**config.mk**
```make
export PLATFORM = sky130hd
export DESIGN_NAME = dmem_bus_if
export DESIGN_NICKNAME = d
export VERILOG_FILES = /design/src/rtl/dmem_bus_if.sv
export SDC_FILE = /design/constraint.sdc
export NUM_CORES = 1
export LEC_CHECK = 0
export ABC_AREA = 1
export ABC_CLOCK_PERIOD_IN_PS = 3000
export CAP_MARGIN = 20
export CORE_AREA = 2 2 101 103
export CTS_CLUSTER_DIAMETER = 150
export DETAILED_ROUTE_END_ITERATION = 7
export DIE_AREA = 0 0 103 105
export HOLD_SLACK_MARGIN = 0.03
export MAX_ROUTING_LAYER = met4
export PLACE_DENSITY = 0.85
export SETUP_SLACK_MARGIN = 0.02
export SKIP_CTS_REPAIR_TIMING = 1
export SKIP_LAST_GASP = 1
export SLEW_MARGIN = 20
export SYNTH_ARGS = -nofsm -noshare
export SYNTH_HDL_FRONTEND = slang
export SYNTH_SLANG_ARGS = --single-unit
```
**constraint.sdc**
```tcl
create_clock -name clk -period 3 [get_ports clk]
set_input_delay 0.3 -clock clk [delete_from_list [all_inputs] [get_ports clk]]
set_output_delay 0.3 -clock clk [all_outputs]
set_load 0.01 [all_outputs]
```
**src/rtl/dmem_bus_if.sv**
```systemverilog
// Data-memory bus interface: turns MEM-stage requests into single classic Wishbone cycles.
// Define DMEM_TIMEOUT_EN to terminate accesses that see no ack within TIMEOUT_CYCLES.
module dmem_bus_if #(
    parameter int unsigned ADDR_W         = 32,
    parameter int unsigned TIMEOUT_CYCLES = 255
) (
    input  logic              clk,
    input  logic              rst,
    input  logic              cpu_ce_i,
    input  logic              cpu_we_i,
    input  logic [ADDR_W-1:0] cpu_addr_i,
    input  logic [3:0]        cpu_sel_i,
    input  logic [31:0]       cpu_data_i,
    output logic [31:0]       cpu_data_o,
    output logic              stallreq_o,
    input  logic              stall_i,
    input  logic              flush_i,
    output logic              wb_cyc_o,
    output logic              wb_stb_o,
    output logic              wb_we_o,
    output logic [ADDR_W-1:0] wb_adr_o,
    output logic [3:0]        wb_sel_o,
    output logic [31:0]       wb_dat_o,
    input  logic [31:0]       wb_dat_i,
    input  logic              wb_ack_i,
    output logic              err_o
);

    localparam int unsigned CNT_W =
        ($clog2(TIMEOUT_CYCLES + 1) > 8) ? $clog2(TIMEOUT_CYCLES + 1) : 8;

    typedef enum logic [1:0] {
        IDLE = 2'd0,
        BUSY = 2'd1,
        HOLD = 2'd2
    } state_t;

    state_t      state;
    state_t      state_nxt;
    logic [31:0] rd_buf;
    logic        flushed;
    logic        tmo;
    logic        done;
    logic        discard;
    logic        unused_ok;

    assign unused_ok = &{1'b0, cpu_addr_i[1:0]};

`ifdef DMEM_TIMEOUT_EN
    logic [CNT_W-1:0] tmo_cnt;

    // Counts BUSY cycles without ack; held clear while idle so every access starts at zero.
    always_ff @(posedge clk) begin
        if (rst) begin
            tmo_cnt <= '0;
        end else if (state == IDLE) begin
            tmo_cnt <= '0;
        end else if (state == BUSY && !wb_ack_i) begin
            tmo_cnt <= tmo_cnt + CNT_W'(1);
        end
    end

    assign tmo   = (state == BUSY) && !wb_ack_i && (tmo_cnt == CNT_W'(TIMEOUT_CYCLES - 1));
    assign err_o = tmo & ~rst;
`else
    logic [CNT_W-1:0] unused_tmo_cnt;

    assign unused_tmo_cnt = '0;
    assign tmo            = 1'b0;
    assign err_o          = 1'b0;
`endif

    // Access ends this cycle, either by ack or by timeout.
    assign done    = (state == BUSY) && (wb_ack_i || tmo);
    // Stores and flushed loads never return data to the pipeline.
    assign discard = flushed || flush_i || wb_we_o;

    always_ff @(posedge clk) begin
        if (rst) begin
            state <= IDLE;
        end else begin
            state <= state_nxt;
        end
    end

    always_comb begin
        state_nxt  = state;
        stallreq_o = 1'b0;
        cpu_data_o = 32'h0;
        case (state)
            IDLE: begin
                if (cpu_ce_i && !flush_i) begin
                    stallreq_o = 1'b1;
                    state_nxt  = BUSY;
                end
            end
            BUSY: begin
                stallreq_o = ~done;
                if (wb_ack_i && !discard) begin
                    cpu_data_o = wb_dat_i;
                end
                if (done) begin
                    state_nxt = (stall_i && !(flushed || flush_i)) ? HOLD : IDLE;
                end
            end
            HOLD: begin
                cpu_data_o = wb_we_o ? 32'h0 : rd_buf;
                if (flush_i || !stall_i) begin
                    state_nxt = IDLE;
                end
            end
            default: begin
                state_nxt = IDLE;
            end
        endcase
        if (rst) begin
            state_nxt  = IDLE;
            stallreq_o = 1'b0;
            cpu_data_o = 32'h0;
        end
    end

    // Bus-side registers, read buffer and the sticky flush marker for the current access.
    always_ff @(posedge clk) begin
        if (rst) begin
            wb_cyc_o <= 1'b0;
            wb_stb_o <= 1'b0;
            wb_we_o  <= 1'b0;
            wb_adr_o <= '0;
            wb_sel_o <= 4'h0;
            wb_dat_o <= 32'h0;
            rd_buf   <= 32'h0;
            flushed  <= 1'b0;
        end else begin
            case (state)
                IDLE: begin
                    if (cpu_ce_i && !flush_i) begin
                        wb_cyc_o <= 1'b1;
                        wb_stb_o <= 1'b1;
                        wb_we_o  <= cpu_we_i;
                        wb_adr_o <= {cpu_addr_i[ADDR_W-1:2], 2'b00};
                        wb_sel_o <= cpu_sel_i;
                        wb_dat_o <= cpu_data_i;
                        flushed  <= 1'b0;
                    end
                end
                BUSY: begin
                    if (flush_i) begin
                        flushed <= 1'b1;
                    end
                    if (done) begin
                        wb_cyc_o <= 1'b0;
                        wb_stb_o <= 1'b0;
                        if (!discard) begin
                            rd_buf <= wb_ack_i ? wb_dat_i : 32'h0;
                        end
                    end
                end
                default: begin
                end
            endcase
        end
    end

endmodule

```
After elaboration in Yosys (flattened, before gate mapping)
Index checks and enable logic that the tools add are counted.
{"block": "totals", "output_inout_bits": 105, "elab_cells": 53, "reg_bits": 103, "in_bits": 107}
{"block": "classes", "bitwise_logic": 2, "n_reduce_logical": 18, "eq_ne": 6, "n_mux": 19}
{"operator": "two-way mux 32 bit", "count": 4}
{"operator": "one-hot mux 32 bit (2 select lines)", "count": 1}
{"operator": "AND reduction 3 bit", "count": 4}
{"operator": "two-way mux 2 bit", "count": 4}
{"operator": "!= test 2 bit, second input constant", "count": 4}
{"operator": "two-way mux 1 bit", "count": 6}
{"operator": "one-hot mux 1 bit (2 select lines)", "count": 3}
{"operator": "one-hot mux 2 bit (3 select lines)", "count": 1}
{"operator": "logical AND 1 bit", "count": 4}
{"operator": "logical NOT 1 bit", "count": 4}
{"operator": "logical OR 1 bit", "count": 3}
{"operator": "== test 2 x 1 -> 1 bit, second input constant", "count": 1}
{"operator": "== test 2 bit, second input constant", "count": 1}
{"operator": "logical NOT 2 bit", "count": 1}
{"operator": "NOT 1 bit", "count": 2}
{"operator": "AND reduction 2 bit", "count": 1}
{"operator": "nonzero test 2 bit", "count": 1}

Logic depth before layout (Yosys ltp)
Gate-level depths: netlist (run 1).
{"block": "logic_depth", "depth_word": 7, "mapped_depth": 8, "depth_no_buf": 7}

Least setup slack after synthesis (run 1)
Ideal clock, no wire load.
{"block": "synth_path", "path_kind": "register -> output", "from": "register state[1]", "to": "output port cpu_data_o[10]", "path_buffers": 1, "required_time_ps": 2700, "t_arrival_ps": 1284, "stages_incl_launch_ff": 8, "setup_slack_ps": 1416, "cell_sequence": "dfxtp_1 > inv_1 > ha_1 > nand2_1 > inv_1 > buf_2 > nand4_1 > a21oi_1"}
{"block": "synth_via", "elab_chain_cells": 3, "word_cells_on_any_way": 4, "cone_classes": "eq/ne (2); mux (2)"}
{"item": "start, declared", "line": "38", "text": "state_t state;"}
{"item": "start signal, assigned", "line": "82", "text": "state <= state_nxt;"}
{"item": "== test 2 bit / == test 2 x 1 -> 1 bit (equally long branches)", "line": "90", "text": "case (state)"}
{"item": "one-hot mux 32 bit (2 select lines) (*)", "line": "90"}
{"item": "two-way mux 32 bit (*)", "line": "116", "text": "if (rst) begin"}
{"item": "end, declared", "line": "14", "text": "output logic [31:0] cpu_data_o,"}
Mark *: on every way between the ends. The rest lies on a longest branch, timed or not.

Final worst setup path (run 1)
{"block": "layout_path", "from": "register state[1]", "to": "output port cpu_data_o[27]"}
Same word-level chain as after synthesis.

==> impl_metrics.py, run 1 <==
metrics = {
    "yosys": {
        "yosysMostFrequentCell": "nand2_1",
        "avgSynthCellArea_sq_um": 7.43,
        "synth.largest_area_cell": "dfxtp_1",
        "synth_area_leaders": "dfxtp_1 50%, nand2_1 19%, a21oi_1 16%",
        "netlist.area_leader.share": 0.499,
        "yosys_register_bits": 103,
        "ys.flop_type": "dfxtp_1",
        "ys_async_sr_fraction": 0,
        "synth_edf_count": 0,
        "yosysWarnings": 0,
        "netlist_area_sq_um": 4130,
        "synthTopCellsByCount": "207 x nand2_1, 134 x a21oi_1, 103 x dfxtp_1",
        "yosysSeqAreaShare": 0.499,
        "synthCells": 556,
        "ys_types": 20,
    },
    "finish": {
        "drive_above_1_share": 0.0418,
        "syn2layout_area_growth_pct": 55.6,
        "layout.nets": 849,
        "fillers": 795,
        "n_antenna_cell": 0,
    },
    "worst_setup_path": {
        "crit_end": "cpu_data_o[27]",
        "timing.rr.end": "rd_buf[6]",
        "critical_path_class": "register to primary output",
        "reg2reg_slack_ps": 880,
        "end_kind": "primary output",
        "reg2reg_depth": 9,
        "cp.arrival_ps": 2470,
        "required_ps": 2700,
        "setup.worst_path.start": "state[1]",
        "path_max_fanout": 33,
        "r2r-start": "state[1]",
        "cp-start-kind": "register",
    },
    "timing": {
        "final-hold-violation-count": 0,
        "setup_viol_count_final": 0,
        "clock_skew_ps": 6.94,
        "fin_crit_ps": 2770,
        "worst_slew_pin_slew_ps": 1040,
        "final_max_slew_viol_count": 0,
        "setup_tns_ps": 0,
        "timing.final.crit_share": 0.922,
        "relSlewSlack": 0.304,
        "rsz0062_at_grt": "no",
        "max_freq_mhz": 361,
        "setup_ws_ps": 233,
    },
    "clock_tree": {
        "clock_sinks": 103,
        "cts_tree": "done",
        "cts_buffer_depth": 2,
        "cts_buffers": 9,
        "clockRootBuffer": "clkbuf_8",
        "clock_latency_ps": 360,
        "clk_pin_slew_ps": 90,
        "h-tree-depth": 3,
    },
    "placed_design": {
        "gp_congestion": 0.797,
        "hpwlAfterDp_um": 8610,
        "preCtsSetupSlack_ps": 562,
        "portBuffers": 206,
    },
    "floorplanning": {
        "coreArea_sq_um": 9640,
        "die-width_um": 103,
        "num_rows": 36,
        "die_h_um": 105,
        "dieArea_sq_um": 10800,
        "start_util": 0.428,
        "ioPinCount": 212,
    },
    "global_routing": {
        "grt_usage": 0.231,
        "grt_pass1_vias": 4240,
        "grt_overflow": 0,
        "grt_pass1_wl_um": 19500,
        "antenna_found_initial": 0,
        "grt_max_degree": 101,
    },
    "detailed_routing": {
        "ant_nets": 0,
        "via_count": 4445,
        "via_per_inst": 5.08,
        "wirelength_um": 12300,
        "dr.pass1.iters": 4,
        "drc_errors": 0,
        "wl_per_cell_um": 14.1,
        "drtIter0Drc": 125,
    },
    "pwr": {
        "p_clk_frac": 0.246,
        "power_density_nw_per_um2": 584,
        "power_frac_seq": 0.426,
        "ir_worst_vdd_mv": 0.348,
        "p_leak_nw": 2.19,
        "p_comb_frac": 0.327,
        "p_int_mw": 2.54,
        "power_switching_mw": 1.22,
        "switching_share": 0.324,
    },
    "worst_hold_path": {
        "hold_path.class": "input port to register",
    },
    "flow_run": {
        "max_cap_viol_count": 0,
    },
    "status": {
        "status": "completed",
    },
}
-- per-stage QoR --
stage / cell area (sq um) / hold slack [ps] / cells / util / total power [mW]
2_1_floorplan: 4140 / 440 / 558 / - / 2.32
3_3_place_gp: 6210 / 448 / 860 / 0.645 / 2.81
3_5_place_dp: 6210 / 453 / 860 / 0.645 / 2.85
4_1_cts: 6430 / 231 / 875 / 0.667 / 3.78
5_1_grt: 6430 / 238 / 875 / 0.667 / 3.98
6_report: 6430 / 255 / 875 / 0.667 / 3.75
-- area by class of cell --
cell class              count  area (sq um)  share of cell area
clock inverters             4          70.1              0.0109
multi-input cells         397          1800               0.280
repair buffers            216          2150               0.334
flip-flops and latches    103          2060               0.321
clock buffers              11           141              0.0220
inverters                  11          41.3             0.00643
well taps                 133           166              0.0259
-- power by group through the flow --
| stage | sequential (mW) | combinational (mW) | clock [mW] |
|---|---|---|---|
| after floorplan | 1.66 | 0.654 | 0 |
| after global placement | 1.62 | 1.19 | 0 |
| after detailed placement | 1.63 | 1.22 | 0 |
| after global routing | 1.62 | 1.35 | 1.02 |
| after CTS | 1.60 | 1.23 | 0.954 |
| final | 1.60 | 1.23 | 0.924 |
-- logic make-up (layout without fill, tap and decap cells) --
group           Yosys count  count (layout)  share of synthesized area
simple gates            254             254                      0.255
compound gates          136             136                      0.165
flops                   103             103                      0.499
buf+inv                  58             242                     0.0676
fa+ha+maj                 4               4                     0.0121
other cells               1               3                   0.000908
-- flip-flops by register name, indices dropped and copies added (netlist names) --
| name | cells |
|---|---|
| wb_we_o | 1 |
| wb_adr_o | 30 |
| rd_buf | 32 |
| state | 2 |
| flushed | 1 |
| wb_dat_o | 32 |
| wb_sel_o | 4 |
| wb_stb_o | 1 |
-- critical path, stage by stage, from the launching register on --
cell and delay [ps]:
dfxtp_1 340, inv_1 130, ha_1 270, nand2_1 70
inv_1 50, buf_4 300, nand4_1 190, a21oi_1 170
clkdlybuf4s50_1 570
-- how the worst min path moves through the flow --
stage               startpoint    endpoint  cells past startpoint
finish                     rst    state[0]                      4
global route               rst    state[0]                      4
CTS                        rst    state[0]                      4
detailed placement   rd_buf[1]   rd_buf[1]                      2
global placement    rd_buf[13]  rd_buf[13]                      2
floorplan            rd_buf[0]   rd_buf[0]                      2
-- placed cells by master (no fill, tap or decap) --
cell type,n
buf_12,1
clkinv_2,2
nand3_1,5
nor2_2,2
a21oi_1,134
nand2_1,207
buf_4,10
dfxtp_1,103
inv_2,2
nand4_1,33
nor2_1,5
o21ai_0,2
nand3_2,1
clkinv_1,1
ha_1,4
bufinv_16,2
clkbuf_1,1
conb_1,3
clkdlybuf4s50_1,205
clkbuf_8,10
inv_1,8
or2_2,1
-- layer usage --
metal | vias to the layer above | share of wire | track usage
li1 | 2192 | - | -
met1 | 2034 | 0.41 | 0.269
met2 | 203 | 0.48 | 0.369
met3 | 16 | 0.10 | 0.0769
met4 | 0 | 0.016 | 0.0799
met5 | - | 0 | -
No activity file was read; power rests on OpenSTA's default activity.
==> run 2: changes to the inputs <==
--- a/config.mk
+++ b/config.mk
@@ -10,6 +10,7 @@
 export CAP_MARGIN = 20
 export CORE_AREA = 2 2 101 103
 export CTS_CLUSTER_DIAMETER = 150
+export CTS_CLUSTER_SIZE = 40
 export DETAILED_ROUTE_END_ITERATION = 7
 export DIE_AREA = 0 0 103 105
 export HOLD_SLACK_MARGIN = 0.03
==> results of run 2 <==
The final DEF is identical to that of run 1; final timing and power are the same.
==> run 3: changes to the inputs <==
--- a/config.mk
+++ b/config.mk
@@ -8,14 +8,15 @@
 export ABC_AREA = 1
 export ABC_CLOCK_PERIOD_IN_PS = 3000
 export CAP_MARGIN = 20
-export CORE_AREA = 2 2 101 103
+export CORE_AREA = 2 2 82 84
 export CTS_CLUSTER_DIAMETER = 150
 export CTS_CLUSTER_SIZE = 40
 export DETAILED_ROUTE_END_ITERATION = 7
-export DIE_AREA = 0 0 103 105
+export DIE_AREA = 0 0 84 86
+export DONT_BUFFER_PORTS = 1
 export HOLD_SLACK_MARGIN = 0.03
 export MAX_ROUTING_LAYER = met4
-export PLACE_DENSITY = 0.85
+export PLACE_DENSITY = 0.81
 export SETUP_SLACK_MARGIN = 0.02
 export SKIP_CTS_REPAIR_TIMING = 1
 export SKIP_LAST_GASP = 1
==> run 3 against run 2 <==
  * Cell area shrank 33%
  * Global-route usage grew 4.0 points
  * Wire length shrank 19%
  * Sequential share of layout area grew 16 points
  * Sequential power grew 4%
  * Die area shrank 33%
==> impl_metrics.py, run 3 (same netlist as run 1, synthesis figures left out) <==
metrics = {
    "finish": {
        "syn2layout_area_growth_pct": 3.88,
        "top_regs": "rd_buf (32), wb_dat_o (32), wb_adr_o (30)",
        "drive_above_1_share": 0.0575,
        "most-common-layout-cells": "207 x nand2_1, 134 x a21oi_1, 103 x dfxtp_1",
        "layout.nets": 645,
        "multi_input_area_sq_um": 1800,
        "fillers": 535,
        "final_common_cell": "nand2_1",
        "seqCellArea_sq_um": 2060,
    },
    "timing": {
        "setup_viol_count_final": 0,
        "clock_skew_ps": 6.21,
        "final-hold-violation-count": 0,
        "fin_crit_ps": 2420,
        "rsz0062_at_grt": "no",
        "timing.final.crit_share": 0.806,
        "final_max_slew_viol_count": 0,
        "timing.hold.ws_ps": 75.0,
        "setup_tns_ps": 0,
        "max_freq_mhz": 414,
    },
    "worst_setup_path": {
        "critical_path_class": "register to primary output",
        "crit_chain": "inv_1, ha_1, nand2_1, inv_1, buf_4, nand4_1, a21oi_1",
        "crit_buf_inv": 3,
        "cpPeakStageDelay_ps": 320,
        "crit_path_frequent_cell": "inv_1",
        "path_max_fanout": 25,
        "cpMaxStageDelayCell": "dfxtp_1",
        "cp.arrival_ps": 2120,
        "required_ps": 2700,
        "cp_top_family": "buffers and inverters",
        "cp-start-kind": "register",
        "end_kind": "primary output",
    },
    "global_routing": {
        "grt_usage": 0.270,
        "antenna_found_initial": 0,
        "grtUsageMet3": 0.0712,
        "grt_pass1_vias": 3389,
        "grt_overflow": 0,
        "use_met1": 0.300,
        "busiest_layer": "met2",
        "grt_pass1_wl_um": 15400,
        "grtUsageMet2": 0.449,
        "grt_max_degree": 103,
    },
    "detailed_routing": {
        "dr.pass1.iters": 4,
        "wirelength_um": 9920,
        "drc_errors": 0,
        "via_count": 3631,
        "wl_per_cell_um": 16.1,
        "ant_nets": 0,
        "via_per_inst": 5.88,
        "drtIter0Drc": 253,
    },
    "status": {
        "status": "completed",
    },
    "clock_tree": {
        "cts_buffer_depth": 2,
        "clock_latency_ps": 350,
        "clk_pin_slew_ps": 90,
        "cts_tree": "done",
        "clock_sinks": 103,
        "cts_buffers": 9,
        "h-tree-depth": 3,
        "clockRootBuffer": "clkbuf_8",
    },
    "pwr": {
        "ir_worst_vdd_mv": 0.452,
        "power_density_nw_per_um2": 752,
        "p_leak_nw": 1.42,
    },
    "placed_design": {
        "portBuffers": 0,
        "hpwlAfterDp_um": 6560,
        "gp_congestion": 0.816,
    },
    "worst_hold_path": {
        "hold_path.class": "input port to register",
    },
    "floorplanning": {
        "die_h_um": 86,
        "ioPinCount": 212,
        "coreArea_sq_um": 6280,
        "dieArea_sq_um": 7220,
        "start_util": 0.658,
        "die-width_um": 84,
        "num_rows": 29,
    },
    "flow_run": {
        "max_cap_viol_count": 0,
    },
}
-- run 3: cell count changes in the layout (fill, tap and decap cells not counted) --
cell             previous run  this run
clkbuf_8                   10        11
dlygate4sd3_1               0         1
clkinvlp_4                  0         1
clkbuf_1                    1         2
buf_16                      0         1
clkdlybuf4s50_1           205         0
bufinv_16                   2         0
buf_12                      1         0
diode_2                     0         1
-- run 3: path summary, 6_finish.rpt --
| check | startpoint | end | slack, ps | cells after the start |
|---|---|---|---|---|
| worst max-delay path | state[1] | cpu_data_o[1] | 580 | 7 |
| worst min-delay path | cpu_addr_i[5] | wb_adr_o[5] | 80 | 2 |
| worst max register to register | state[1] | rd_buf[31] | 1100 | 8 |
| worst min register to register | rd_buf[8] | rd_buf[8] | 460 | 2 |
-- run 3: per-layer routing --
metal,vias to the layer above,routed length (um)
met4,0,376
met2,182,4860
met3,32,837
met1,1626,3850
met5,-,0
li1,1791,-
-- run 3: per-stage QoR --
step	utilization	cells	cell area, sq um	setup WS (ps)	power (mW)
6_report	0.683	617	4290	583	3.23
5_1_grt	0.683	616	4290	348	3.41
4_1_cts	0.677	614	4250	582	3.21
3_5_place_dp	0.649	598	4070	980	2.45
3_3_place_gp	0.649	598	4070	1040	2.41
2_1_floorplan	-	558	4140	1420	2.32
-- run 3: where the power goes --
group | total [mW] | leakage [nW] | internal [mW] | switching, mW
logic | 0.777 | 0.498 | 0.225 | 0.552
registers | 1.67 | 0.837 | 1.52 | 0.150
clock network | 0.782 | 0.0894 | 0.346 | 0.436
total | 3.23 | 1.42 | 2.09 | 1.14
-- run 3: layout make-up --
| class | count | share of cell area |
|---|---|---|
| multi-input combinational | 397 | 0.419 |
| clock inverter | 3 | 0.00408 |
| inverter | 11 | 0.00963 |
| sequential | 103 | 0.481 |
| antenna | 1 | 0.000583 |
| timing repair buffer | 12 | 0.0263 |
| tap | 77 | 0.0225 |
| clock buffer | 13 | 0.0370 |
